## config.mk

```make
export PLATFORM = sky130hd
export DESIGN_NAME = genesis_pad_postproc
export DESIGN_NICKNAME = d
export VERILOG_FILES = /design/src/rtl/genesis_pad_pkg.sv /design/src/rtl/genesis_debounce_bit.sv /design/src/rtl/genesis_pad_postproc.sv
export SDC_FILE = /design/constraint.sdc
export NUM_CORES = 1
export LEC_CHECK = 0
export ABC_AREA = 1
export ABC_CLOCK_PERIOD_IN_PS = 4800
export BUFFER_PORTS_ARGS = -buffer_cell sky130_fd_sc_hd__buf_2
export CAP_MARGIN = 5
export CORE_UTILIZATION = 40
export DETAILED_ROUTE_END_ITERATION = 8
export HOLD_SLACK_MARGIN = 0.05
export PLACE_DENSITY_LB_ADDON = 0.25
export RECOVER_POWER = 100
export SYNTH_ARGS = -nofsm -noshare
export SYNTH_HDL_FRONTEND = slang
export SYNTH_HIERARCHICAL = 1
export SYNTH_SLANG_ARGS = --single-unit
```

## constraint.sdc

```tcl
create_clock -name iCLK -period 4.8 [get_ports iCLK]
set_clock_uncertainty 0.05 [all_clocks]
set_input_delay 0.24 -clock iCLK [delete_from_list [all_inputs] [get_ports iCLK]]
set_output_delay 0.24 -clock iCLK [all_outputs]
set_load 0.01 [all_outputs]
```

## src/rtl/genesis_pad_pkg.sv

```systemverilog
// ---------------------------------------------------------------------------
// genesis_pad_pkg
// Shared definitions for the Genesis pad post-processor:
//   - bit positions of the decoded button word {Z,Y,X,M,S,C,B,A,U,D,L,R}
//   - pad type codes reported by the pad reader
//   - turbo-eligible button mask and hotkey combo constants
//   - hotkey FSM state encoding
//   - type_mask(): which buttons a given pad type can physically report
// ---------------------------------------------------------------------------
package genesis_pad_pkg;

  localparam int PAD_W = 12;

  localparam int BTN_R = 0;
  localparam int BTN_L = 1;
  localparam int BTN_D = 2;
  localparam int BTN_U = 3;
  localparam int BTN_A = 4;
  localparam int BTN_B = 5;
  localparam int BTN_C = 6;
  localparam int BTN_S = 7;
  localparam int BTN_M = 8;
  localparam int BTN_X = 9;
  localparam int BTN_Y = 10;
  localparam int BTN_Z = 11;

  localparam logic [1:0] PAD_TYPE_MS   = 2'd0;
  localparam logic [1:0] PAD_TYPE_3BTN = 2'd1;
  localparam logic [1:0] PAD_TYPE_6BTN = 2'd2;
  localparam logic [1:0] PAD_TYPE_ERR  = 2'd3;

  // Only the fire buttons may be auto-repeated: A,B,C,X,Y,Z.
  localparam logic [PAD_W-1:0] TURBO_ALLOWED = 12'hE70;

  // Hotkeys look only at S,A,B,C; the remaining buttons are don't-care.
  localparam logic [PAD_W-1:0] COMBO_MASK = (12'd1 << BTN_S) | (12'd1 << BTN_A) |
                                            (12'd1 << BTN_B) | (12'd1 << BTN_C);
  localparam logic [PAD_W-1:0] OSD_MATCH  = (12'd1 << BTN_S) | (12'd1 << BTN_B);
  localparam logic [PAD_W-1:0] RST_MATCH  = COMBO_MASK;

  typedef enum logic [1:0] {
    IDLE     = 2'd0,
    HOLD_OSD = 2'd1,
    HOLD_RST = 2'd2,
    FIRED    = 2'd3
  } hotkey_state_t;

  // Buttons that can legitimately be reported by each pad type. A Master
  // System pad only has the d-pad plus two buttons, which the reader maps
  // onto B and C.
  function automatic logic [PAD_W-1:0] type_mask(input logic [1:0] pad_type);
    logic [PAD_W-1:0] m;
    case (pad_type)
      PAD_TYPE_MS:   m = 12'h06F;
      PAD_TYPE_3BTN: m = 12'h0FF;
      PAD_TYPE_6BTN: m = 12'hFFF;
      default:       m = 12'h000;
    endcase
    return m;
  endfunction

endpackage

```

## src/rtl/genesis_debounce_bit.sv

```systemverilog
// ---------------------------------------------------------------------------
// genesis_debounce_bit
// Single-bit debouncer. The output only follows the input after the input has
// disagreed with the output for CYCLES consecutive clocks; any return to the
// current output value restarts the count. CYCLES = 0 passes iD straight
// through.
// Ports:
//   iCLK    clock
//   iRESET  synchronous active-high reset (output and counter to 0)
//   iCLR    synchronous clear, same effect as iRESET
//   iD      raw input bit
//   oQ      debounced bit
// ---------------------------------------------------------------------------
module genesis_debounce_bit #(
  parameter int CYCLES = 100_000
) (
  input  logic iCLK,
  input  logic iRESET,
  input  logic iCLR,
  input  logic iD,
  output logic oQ
);

  generate
    if (CYCLES == 0) begin : g_bypass
      logic unused_bypass;
      assign unused_bypass = ^{iCLK, iRESET, iCLR};
      assign oQ = iD;
    end else begin : g_filter
      localparam int CW = $clog2(CYCLES + 1);
      localparam logic [CW-1:0] CNT_LAST = CW'(CYCLES - 1);

      logic [CW-1:0] cnt_reg;
      logic          q_reg;

      always_ff @(posedge iCLK) begin
        if (iRESET || iCLR) begin
          cnt_reg <= '0;
          q_reg   <= 1'b0;
        end else if (iD == q_reg) begin
          cnt_reg <= '0;
        end else if (cnt_reg == CNT_LAST) begin
          // This is the CYCLES-th consecutive disagreeing sample.
          q_reg   <= iD;
          cnt_reg <= '0;
        end else begin
          cnt_reg <= cnt_reg + CW'(1);
        end
      end

      assign oQ = q_reg;
    end
  endgenerate

endmodule

```

## src/rtl/genesis_pad_postproc.sv

```systemverilog
// ---------------------------------------------------------------------------
// genesis_pad_postproc
// Conditions the decoded Genesis pad word for the core and the OSD:
//   stage 1 : register pad type and type-masked button word
//   debounce: one genesis_debounce_bit per button
//   turbo   : shared square-wave phase gating turbo-enabled fire buttons
//   hotkeys : hold S+B (OSD toggle) or S+A+B+C (soft reset) for a fixed time
// Ports:
//   iCLK          clock
//   iRESET        synchronous active-high reset
//   iPAD_TYPE     2-bit pad type (0 MS/unknown, 1 3-button, 2 6-button, 3 error)
//   iPAD_DECODED  12-bit button word {Z,Y,X,M,S,C,B,A,U,D,L,R}, 1 = pressed
//   iTURBO_MASK   12-bit turbo enable, effective only on A,B,C,X,Y,Z
//   oPAD          12-bit conditioned button word
//   oPAD_VALID    registered pad type is 0..2
//   oOSD_TOGGLE   one-cycle pulse when the OSD hotkey fires
//   oSOFT_RESET   level, RESET_PULSE_CYCLES long, when the reset hotkey fires
//   oTYPE_CHANGE  one-cycle pulse when the pad type changes
// ---------------------------------------------------------------------------
module genesis_pad_postproc
  import genesis_pad_pkg::*;
#(
  parameter int DEBOUNCE_CYCLES    = 100_000,
  parameter int TURBO_HALF_CYCLES  = 1_666_667,
  parameter int HOTKEY_HOLD_CYCLES = 50_000_000,
  parameter int RESET_PULSE_CYCLES = 1_000_000
) (
  input  logic             iCLK,
  input  logic             iRESET,
  input  logic [1:0]       iPAD_TYPE,
  input  logic [PAD_W-1:0] iPAD_DECODED,
  input  logic [PAD_W-1:0] iTURBO_MASK,
  output logic [PAD_W-1:0] oPAD,
  output logic             oPAD_VALID,
  output logic             oOSD_TOGGLE,
  output logic             oSOFT_RESET,
  output logic             oTYPE_CHANGE
);

  localparam int TW = $clog2(TURBO_HALF_CYCLES + 1);
  localparam int HW = $clog2(HOTKEY_HOLD_CYCLES + 1);
  localparam int PW = $clog2(RESET_PULSE_CYCLES + 1);

  localparam logic [TW-1:0] TURBO_LAST = TW'(TURBO_HALF_CYCLES - 1);
  localparam logic [PW-1:0] PULSE_LOAD = PW'(RESET_PULSE_CYCLES);
  // The hold counter is cleared on the cycle the combo is first seen, so the
  // fire decision is taken when it holds HOLD-2 (it would become HOLD-1 on
  // the firing edge). A hold time of 1 fires on the first hold cycle.
  localparam logic [HW-1:0] HOLD_LAST =
      HW'((HOTKEY_HOLD_CYCLES >= 2) ? (HOTKEY_HOLD_CYCLES - 2) : 0);

  // ---------------- stage 1: type and masked word ----------------
  logic [1:0]       pad_type_reg;
  logic [PAD_W-1:0] masked_reg;
  logic             valid_reg;
  logic             type_chg_reg;
  logic             type_change;

  // Compared against the live input so the clear hits the debouncers on the
  // same edge the new type is registered.
  assign type_change = (iPAD_TYPE != pad_type_reg);

  always_ff @(posedge iCLK) begin
    if (iRESET) begin
      pad_type_reg <= PAD_TYPE_MS;
      masked_reg   <= '0;
      valid_reg    <= 1'b0;
      type_chg_reg <= 1'b0;
    end else begin
      pad_type_reg <= iPAD_TYPE;
      masked_reg   <= iPAD_DECODED & type_mask(iPAD_TYPE);
      valid_reg    <= (iPAD_TYPE != PAD_TYPE_ERR);
      type_chg_reg <= type_change;
    end
  end

  // ---------------- per-button debounce ----------------
  logic [PAD_W-1:0] stable;

  generate
    for (genvar gi = 0; gi < PAD_W; gi++) begin : g_debounce
      genesis_debounce_bit #(
        .CYCLES (DEBOUNCE_CYCLES)
      ) u_debounce (
        .iCLK   (iCLK),
        .iRESET (iRESET),
        .iCLR   (type_change),
        .iD     (masked_reg[gi]),
        .oQ     (stable[gi])
      );
    end
  endgenerate

  // ---------------- turbo ----------------
  logic [PAD_W-1:0] eff_mask;
  logic             turbo_active;
  logic [TW-1:0]    turbo_cnt_reg;
  logic             phase_reg;

  assign eff_mask     = iTURBO_MASK & TURBO_ALLOWED;
  assign turbo_active = |(stable & eff_mask);

  // Parked at count 0 / phase 1 while idle so a fresh press starts "on".
  always_ff @(posedge iCLK) begin
    if (iRESET || !turbo_active) begin
      turbo_cnt_reg <= '0;
      phase_reg     <= 1'b1;
    end else if (turbo_cnt_reg == TURBO_LAST) begin
      turbo_cnt_reg <= '0;
      phase_reg     <= ~phase_reg;
    end else begin
      turbo_cnt_reg <= turbo_cnt_reg + TW'(1);
    end
  end

  // ---------------- hotkey FSM ----------------
  hotkey_state_t state_reg, state_next;
  logic [HW-1:0] hold_cnt_reg, hold_cnt_next;
  logic          fire_osd;
  logic          fire_rst;
  logic          osd_combo;
  logic          rst_combo;
  logic          hold_done;

  assign osd_combo = ((stable & COMBO_MASK) == OSD_MATCH);
  assign rst_combo = ((stable & COMBO_MASK) == RST_MATCH);
  assign hold_done = (hold_cnt_reg == HOLD_LAST);

  always_comb begin
    state_next    = state_reg;
    hold_cnt_next = hold_cnt_reg;
    fire_osd      = 1'b0;
    fire_rst      = 1'b0;
    case (state_reg)
      IDLE: begin
        if (osd_combo) begin
          state_next    = HOLD_OSD;
          hold_cnt_next = '0;
        end else if (rst_combo) begin
          state_next    = HOLD_RST;
          hold_cnt_next = '0;
        end
      end
      HOLD_OSD: begin
        if (rst_combo) begin
          // A and C joined the held S+B: restart timing as a reset request.
          state_next    = HOLD_RST;
          hold_cnt_next = '0;
        end else if (osd_combo) begin
          if (hold_done) begin
            fire_osd   = 1'b1;
            state_next = FIRED;
          end else begin
            hold_cnt_next = hold_cnt_reg + HW'(1);
          end
        end else begin
          state_next = IDLE;
        end
      end
      HOLD_RST: begin
        if (osd_combo) begin
          state_next    = HOLD_OSD;
          hold_cnt_next = '0;
        end else if (rst_combo) begin
          if (hold_done) begin
            fire_rst   = 1'b1;
            state_next = FIRED;
          end else begin
            hold_cnt_next = hold_cnt_reg + HW'(1);
          end
        end else begin
          state_next = IDLE;
        end
      end
      FIRED: begin
        // Re-arm only after every button has been let go.
        if (stable == '0) begin
          state_next = IDLE;
        end
      end
      default: state_next = IDLE;
    endcase

    if (type_change) begin
      state_next    = IDLE;
      hold_cnt_next = '0;
      fire_osd      = 1'b0;
      fire_rst      = 1'b0;
    end
  end

  // ---------------- state, pulses and output word ----------------
  logic [PW-1:0]    pulse_cnt_reg;
  logic             osd_reg;
  logic [PAD_W-1:0] pad_reg;

  always_ff @(posedge iCLK) begin
    if (iRESET) begin
      state_reg     <= IDLE;
      hold_cnt_reg  <= '0;
      pulse_cnt_reg <= '0;
      osd_reg       <= 1'b0;
      pad_reg       <= '0;
    end else begin
      state_reg    <= state_next;
      hold_cnt_reg <= hold_cnt_next;
      osd_reg      <= fire_osd;

      // A new reset fire reloads, so an active pulse is stretched.
      if (fire_rst) begin
        pulse_cnt_reg <= PULSE_LOAD;
      end else if (pulse_cnt_reg != '0) begin
        pulse_cnt_reg <= pulse_cnt_reg - PW'(1);
      end

      // Buttons are hidden from the core from the firing edge until release
      // so the hotkey itself never reaches the game.
      if (type_change || (state_next == FIRED)) begin
        pad_reg <= '0;
      end else begin
        pad_reg <= stable & (~eff_mask | {PAD_W{phase_reg}});
      end
    end
  end

  assign oPAD         = pad_reg;
  assign oPAD_VALID   = valid_reg;
  assign oOSD_TOGGLE  = osd_reg;
  assign oSOFT_RESET  = (pulse_cnt_reg != '0);
  assign oTYPE_CHANGE = type_chg_reg;

endmodule

```

# == Word-level counts from Yosys, hierarchy flattened ==
# Index checks and enable logic that the tools add are counted.
# word_totals
regBits,315
out_inout_bits,16
wordCells,178
# classes
n_eq_ne,39
addsub,15
n_mux,27
n_reduce_logical,41
n_bitwise,20
# ops
operator,count
"17-bit by 1-bit adder with 17-bit output, second input constant",12
"17-bit equality test, second input constant",12
26-bit 2-to-1 mux,7
26-bit one-hot mux with 3 select lines,1
20-bit 2-to-1 mux,2
12-bit AND,3
12-bit one-hot mux with 3 select lines,1
3-bit OR reduction,12
"26-bit by 1-bit adder with 26-bit output, second input constant",1
"26-bit equality test, second input constant",1
2-bit AND reduction,12
"21-bit by 1-bit adder with 21-bit output, second input constant",1
"21-bit equality test, second input constant",1
20-bit nonzero test,1
"20-bit by 1-bit subtractor with 20-bit output, second input constant",1
2-bit 2-to-1 mux,9
1-bit inverter,15
1-bit equality test,12
12-bit zero test,1
12-bit 2-to-1 mux,1
12-bit inverter,1
12-bit OR,1
12-bit OR reduction,1
"3-bit != test, second input constant",3
15 further kinds,30

# == Longest topological paths before layout ==
# depth
ltp_word,9
ltp_mapped,14

# == Cells and area by module ==
# Netlist, hierarchy kept.
# by_module_without_submodules
mod,instances,cells_per_inst,area_each_um2
genesis_debounce_bit (g_debounce[0].u_debounce ...),11,135,937.1
genesis_pad_postproc,1,737,5019.8
genesis_debounce_bit (g_debounce[8].u_debounce),1,139,928.4

# == Worst setup path after synthesis ==
# Ideal clock, no wire load.
# synth_timing
path_type,register -> register
start,register pad_type_reg[0]
end,"register pad_reg[5], in the netlist oPAD[5]"
arrival_ns,1.620
required_time_ns,4.633
stages_incl_launch_ff,10
path_slack_ns,3.013
cell_sequence,dfxtp_1 -> xnor2_1 -> nand2_1 -> inv_1 -> nand2_1 -> a21oi_2 -> nand2_1 -> nand2_2 -> buf_6 -> nor2_1
# synth_via
elab_chain_len,5
# synth_rtl
element,line_no,text
"start, declared",genesis_pad_postproc.sv:53,logic [1:0] pad_type_reg;
"start signal, assigned",genesis_pad_postproc.sv:70,pad_type_reg <= iPAD_TYPE;
2-bit != test *,genesis_pad_postproc.sv:61,assign type_change = (iPAD_TYPE != pad_type_reg);
net type_change,genesis_pad_postproc.sv:57,logic type_change;
2-bit 2-to-1 mux,genesis_pad_postproc.sv:184,if (type_change) begin
2-bit equality test,genesis_pad_postproc.sv:218,if (type_change || (state_next == FIRED)) begin
1-bit logical OR *,genesis_pad_postproc.sv:218,
2-bit OR reduction (no source line) *,-,
"end signal, assigned",genesis_pad_postproc.sv:221,pad_reg <= stable & (~eff_mask | {PAD_W{phase_reg}});
"end, declared",genesis_pad_postproc.sv:195,logic [PAD_W-1:0] pad_reg;
# Mark *: on every way through the listed nets, which the timed path passes. The rest lies on a longest branch.
# A chain may end at the register's enable or synchronous reset.

# == Worst setup path in the final report ==
# layout_timing
start,register g_debounce[5].u_debounce.g_filter.q_reg
end,register hold_cnt_reg[1]
# layout_via
elab_chain_len,3
# layout_rtl
element,line_no,text
"start, declared",genesis_debounce_bit.sv:34,logic q_reg;
"start signal, assigned",genesis_debounce_bit.sv:44,q_reg <= iD;
4-bit equality test (on tied branches),"genesis_pad_postproc.sv:125, genesis_pad_postproc.sv:126",
"3-bit != test (no source line), or another cell as far along",-,
4-bit AND reduction (no source line) or 26-bit one-hot mux with 3 select lines (tied branches),-,
"end signal, assigned",genesis_pad_postproc.sv:206,hold_cnt_reg <= hold_cnt_next;
"end, declared",genesis_pad_postproc.sv:118,"logic [HW-1:0] hold_cnt_reg, hold_cnt_next;"
# Several ways; a longest one is shown, not always the timed one.

==> reports/summary.log <==
[logic_synthesis] Post-synth EDFFs 0
[timing] final worst hold slack 0.0683 ns
[routing] violation count after the first detailed-routing iteration 640
[routing] aggregate routed wire length 35300 um
[timing] worst setup slack after layout 1.43 ns
[die] number of rows in the core area 73
[logic_synthesis] sequential-to-total area share from yosys stat 38.8%
[timing] Final Hold Violating Endpoints 0
[timing] unrepaired setup endpoints after global routing no
[logic_synthesis] post-synthesis xor/xnor area fraction 7.38%
[finish] utilization after layout 45.7%
[clock_tree] Bufs on Longest Clock Path 3
[worst_setup_path] category of the critical setup timing path flop to flop
[status] status finished, violations left
[grt] via count of the first global-routing pass 13225
[power] leakage dissipation 0.00599 uW
[timing] achievable clock frequency 297 MHz
[worst_setup_path] worst reg-to-reg path cell count 8
[worst_setup_path] Reg2Reg Capture Point hold_cnt_reg[1]$_SDFFE_PP0P_
[logic_synthesis] dominant combinational cell family by area after synthesis simple AND/OR/NAND/NOR gates
[clock_tree] number of buffers created by CTS 38
[timing] count of pins over their slew limit 70
[logic_synthesis] Syn Area/Cell 6.89 sq um
[logic_synthesis] FF+latch count, synth 315
[finish] Layout fillers 4101
[finish] share of post-route cells with drive strength above 1 8.04%
[clock_tree] clock-pin slew on the worst setup and hold paths 0.06 ns
[clock_tree] Clock Tree Root sky130_fd_sc_hd__clkbuf_16
[placement] IO buf count 37
[timing] max-slew headroom at the worst pin -46.6%
[routing] ratio of routed vias to standard cells 4.76
[timing] transition time of the tightest slew-check pin 2.20 ns
[timing] count of endpoints failing setup in the final report 0
[power] maximum VDD drop 0.000227 V
[placement] half-perimeter wire length of the detailed placement result 25400 um
[grt] largest net degree at the start of global routing 43
[timing] post-layout min period 3.37 ns
[clock_tree] clock latency on the worst-skew pair 0.53 ns
[finish] max reg flops 204
[worst_setup_path] cell with the largest stage delay on the worst path sky130_fd_sc_hd__nor2_1
[routing] Routed WL per cell 11.8 um
[worst_setup_path] Largest stage delay, worst path 1.08 ns
[logic_synthesis] Synth cell types 43
[logic_synthesis] Adder-Cell Fraction of Synth Area 1.85%
[grt] total gr overflow 0
[logic_synthesis] most frequently used flop master after synthesis sky130_fd_sc_hd__dfxtp_1
[die] Initial Util 40.7%
[routing] 1st-pass router iterations 4
[status] violated checks max-capacitance violations, max-slew violations
[logic_synthesis] cell count after synthesis 2361
[die] Die X 204 um
[routing] number of vias in the routed layout 14235
[logic_synthesis] simple-gate share of the synthesized area 38.9%
[die] die area 0.0415 sq mm
[finish] synth-to-layout area growth 12.2%
[worst_setup_path] chain of cells forming the critical path nand2_1, nor2_1, o21ai_0, clkbuf_1, nor2_1, nand2_1, or2_1, a21oi_1
[worst_setup_path] data arrival time of the critical path 3.76 ns
[finish] net count reported at finish 2486
[worst_setup_path] nature of the critical path endpoint flop
[grt] wire length of the first global-routing pass 60700 um
[logic_synthesis] post-synthesis instance area 0.0163 sq mm
[worst_setup_path] CP required 5.19 ns
[logic_synthesis] Post-Syn Nets 2413
[timing] setup total negative slack 0 ns
[logic_synthesis] post-synthesis mux area share 0%
[logic_synthesis] async set-reset flop share out of synthesis 0%
[logic_synthesis] number of warnings printed during yosys synthesis 6
[timing] period utilization 70.3%
[routing] detailed-route DRC error count 0
[clock_tree] TritonCTS clock tree done
[worst_setup_path] timing endpoint of the critical path hold_cnt_reg[1]$_SDFFE_PP0P_
[placement] Post-Place Worst Slack 2.06 ns
[clock_tree] H-tree lvl count 2
[grt] antenna violations before repair 1
[min_path] Hold WC Path Type input pin to flop
[die] standard cell core area 0.0399 sq mm
[routing] number of nets still failing antenna checks after routing 0
[clock_tree] clk sinks 315
[worst_setup_path] launching instance or port of the critical path g_debounce[5].u_debounce/oQ$_SDFFE_PP0P_
[power] Power Density 360 mW/mm^2
[worst_setup_path] kind of launch point of the worst setup path flop
[logic_synthesis] Synth Area in Compound Gates 5.98%
[run] max-capacitance violation count 2
[die] ports placed on the boundary 44
[worst_setup_path] r2r setup slk 1.43 ns
[worst_setup_path] maximum net fanout on the critical path 20
[die] vertical die dimension 204 um
[grt] GRT Overall Usage 17.4%
[worst_setup_path] beginning of the worst register-to-register path g_debounce[5].u_debounce/oQ$_SDFFE_PP0P_
[placement] global placer's final weighted congestion 0.913
[placed cells by master, fill, tap and decap left out, drive strengths merged, types with 9 or more instances in the layout]
cell         Yosys  routed
nand2          568     568
o21ai           56      56
buf             23      19
ha              24      24
xnor2           55      55
dfxtp          315     315
nor2           578     578
nand3b          15      15
clkinv           1       9
clkbuf           1      75
a21oi          117     117
nand4           52      52
nand3          152     152
nor3            34      34
dlygate4sd3      0      17
inv            254     254
xor2            82      82
[worst max-delay path, delay by kind of cell, from the launching register on]
family                 cells  cell delay, ns
AND/OR/NAND/NOR            5            2.04
AO/OA/AOI/OAI              2            0.28
flip-flops                 1            0.46
buffers and inverters      1            0.45
[per-layer routing]
metal / vias to the layer above / track usage (%) / share of wire [%]
met3: 50 / 2.83 / 3.2
met5: - / 0 / 0
met1: 6439 / 22.5 / 49
met4: 0 / 5.37 / 2.4
li1: 7613 / - / -
met2: 133 / 29.5 / 46
[synthesized netlist by cell type, types with 13 or more instances]
| master | number | area share [%] |
|---|---|---|
| sky130_fd_sc_hd__buf_6 | 13 | 0.90 |
| sky130_fd_sc_hd__nor2_1 | 529 | 12 |
| sky130_fd_sc_hd__nand2_2 | 39 | 1.5 |
| sky130_fd_sc_hd__dfxtp_1 | 315 | 39 |
| sky130_fd_sc_hd__o21ai_0 | 53 | 1.6 |
| sky130_fd_sc_hd__inv_1 | 242 | 5.6 |
| sky130_fd_sc_hd__nor2_4 | 16 | 1.1 |
| sky130_fd_sc_hd__nor3_1 | 22 | 0.68 |
| sky130_fd_sc_hd__xnor2_1 | 55 | 3.0 |
| sky130_fd_sc_hd__nand4_1 | 52 | 2.0 |
| sky130_fd_sc_hd__nand3b_1 | 15 | 0.69 |
| sky130_fd_sc_hd__nand3_1 | 141 | 4.3 |
| sky130_fd_sc_hd__nand2_1 | 518 | 12 |
| sky130_fd_sc_hd__a21oi_1 | 115 | 3.5 |
| sky130_fd_sc_hd__nor2_2 | 33 | 1.3 |
| sky130_fd_sc_hd__ha_1 | 24 | 1.8 |
| sky130_fd_sc_hd__xor2_1 | 82 | 4.4 |
[repair_timing]
| action | CTS | global route |
|---|---|---|
| setup buffers | 0 | 0 |
| endpoints found under the setup margin | 0 | 0 |
| gates resized for setup | 0 | 0 |
| hold endpoints to repair | 17 | 0 |
| hold buffers | 17 | 0 |
[worst min path at each step]
| stage | from | slack (ns) | end | cells past startpoint |
|---|---|---|---|---|
| floorplan | iPAD_TYPE[1] | 0.30 | pad_type_reg[1]$_SDFF_PP0_ | 2 |
| global placement | g_debounce[3].u_debounce/g_filter.cnt_reg[0]$_SDFF_PP0_ | 0.38 | g_debounce[3].u_debounce/g_filter.cnt_reg[0]$_SDFF_PP0_ | 1 |
| detailed placement | g_debounce[0].u_debounce/g_filter.cnt_reg[0]$_SDFF_PP0_ | 0.39 | g_debounce[0].u_debounce/g_filter.cnt_reg[0]$_SDFF_PP0_ | 1 |
| CTS | iTURBO_MASK[10] | 0.05 | oPAD[10]$_SDFF_PP0_ | 4 |
| global route | iTURBO_MASK[10] | 0.08 | oPAD[10]$_SDFF_PP0_ | 4 |
| finish | iTURBO_MASK[10] | 0.07 | oPAD[10]$_SDFF_PP0_ | 4 |
[final cells by class]
| type | count | area (sq um) | share of cell area, % |
|---|---|---|---|
| Multi-Input combinational cell | 1767 | 8620 | 47.3 |
| Sequential cell | 315 | 6310 | 34.6 |
| Clock buffer | 54 | 1170 | 6.44 |
| Inverter | 255 | 957 | 5.25 |
| Tap cell | 525 | 657 | 3.60 |
| Timing Repair Buffer | 57 | 344 | 1.89 |
| Clock inverter | 14 | 175 | 0.960 |
| Antenna cell | 1 | 2.50 | 0.0137 |
[logic make-up (layout without fill, tap and decap cells)]
| logic type | count (synthesis) | in the layout |
|---|---|---|
| AND/OR/NAND/NOR | 1420 | 1420 |
| flip-flops | 315 | 315 |
| buffers and inverters | 279 | 380 |
| AO/OA/AOI/OAI | 186 | 186 |
| XOR/XNOR | 137 | 137 |
| adder cells (fa/ha/maj) | 24 | 24 |
| other | 0 | 1 |
[stage by stage]
step	area, sq um	total power [uW]	cells
after floorplan	16300	3410	2361
after global placement	16900	3570	2902
after detailed placement	16900	3570	2902
after CTS	18400	6650	2987
after global routing	18200	6890	2987
final	18200	6560	2988
[report_power, final]
group,internal (uW),leakage [uW],switching (uW)
clock network,1910,0.000669,1120
logic,276,0.00278,484
registers,2700,0.00254,71.6
(Power assumes the default switching activity.)
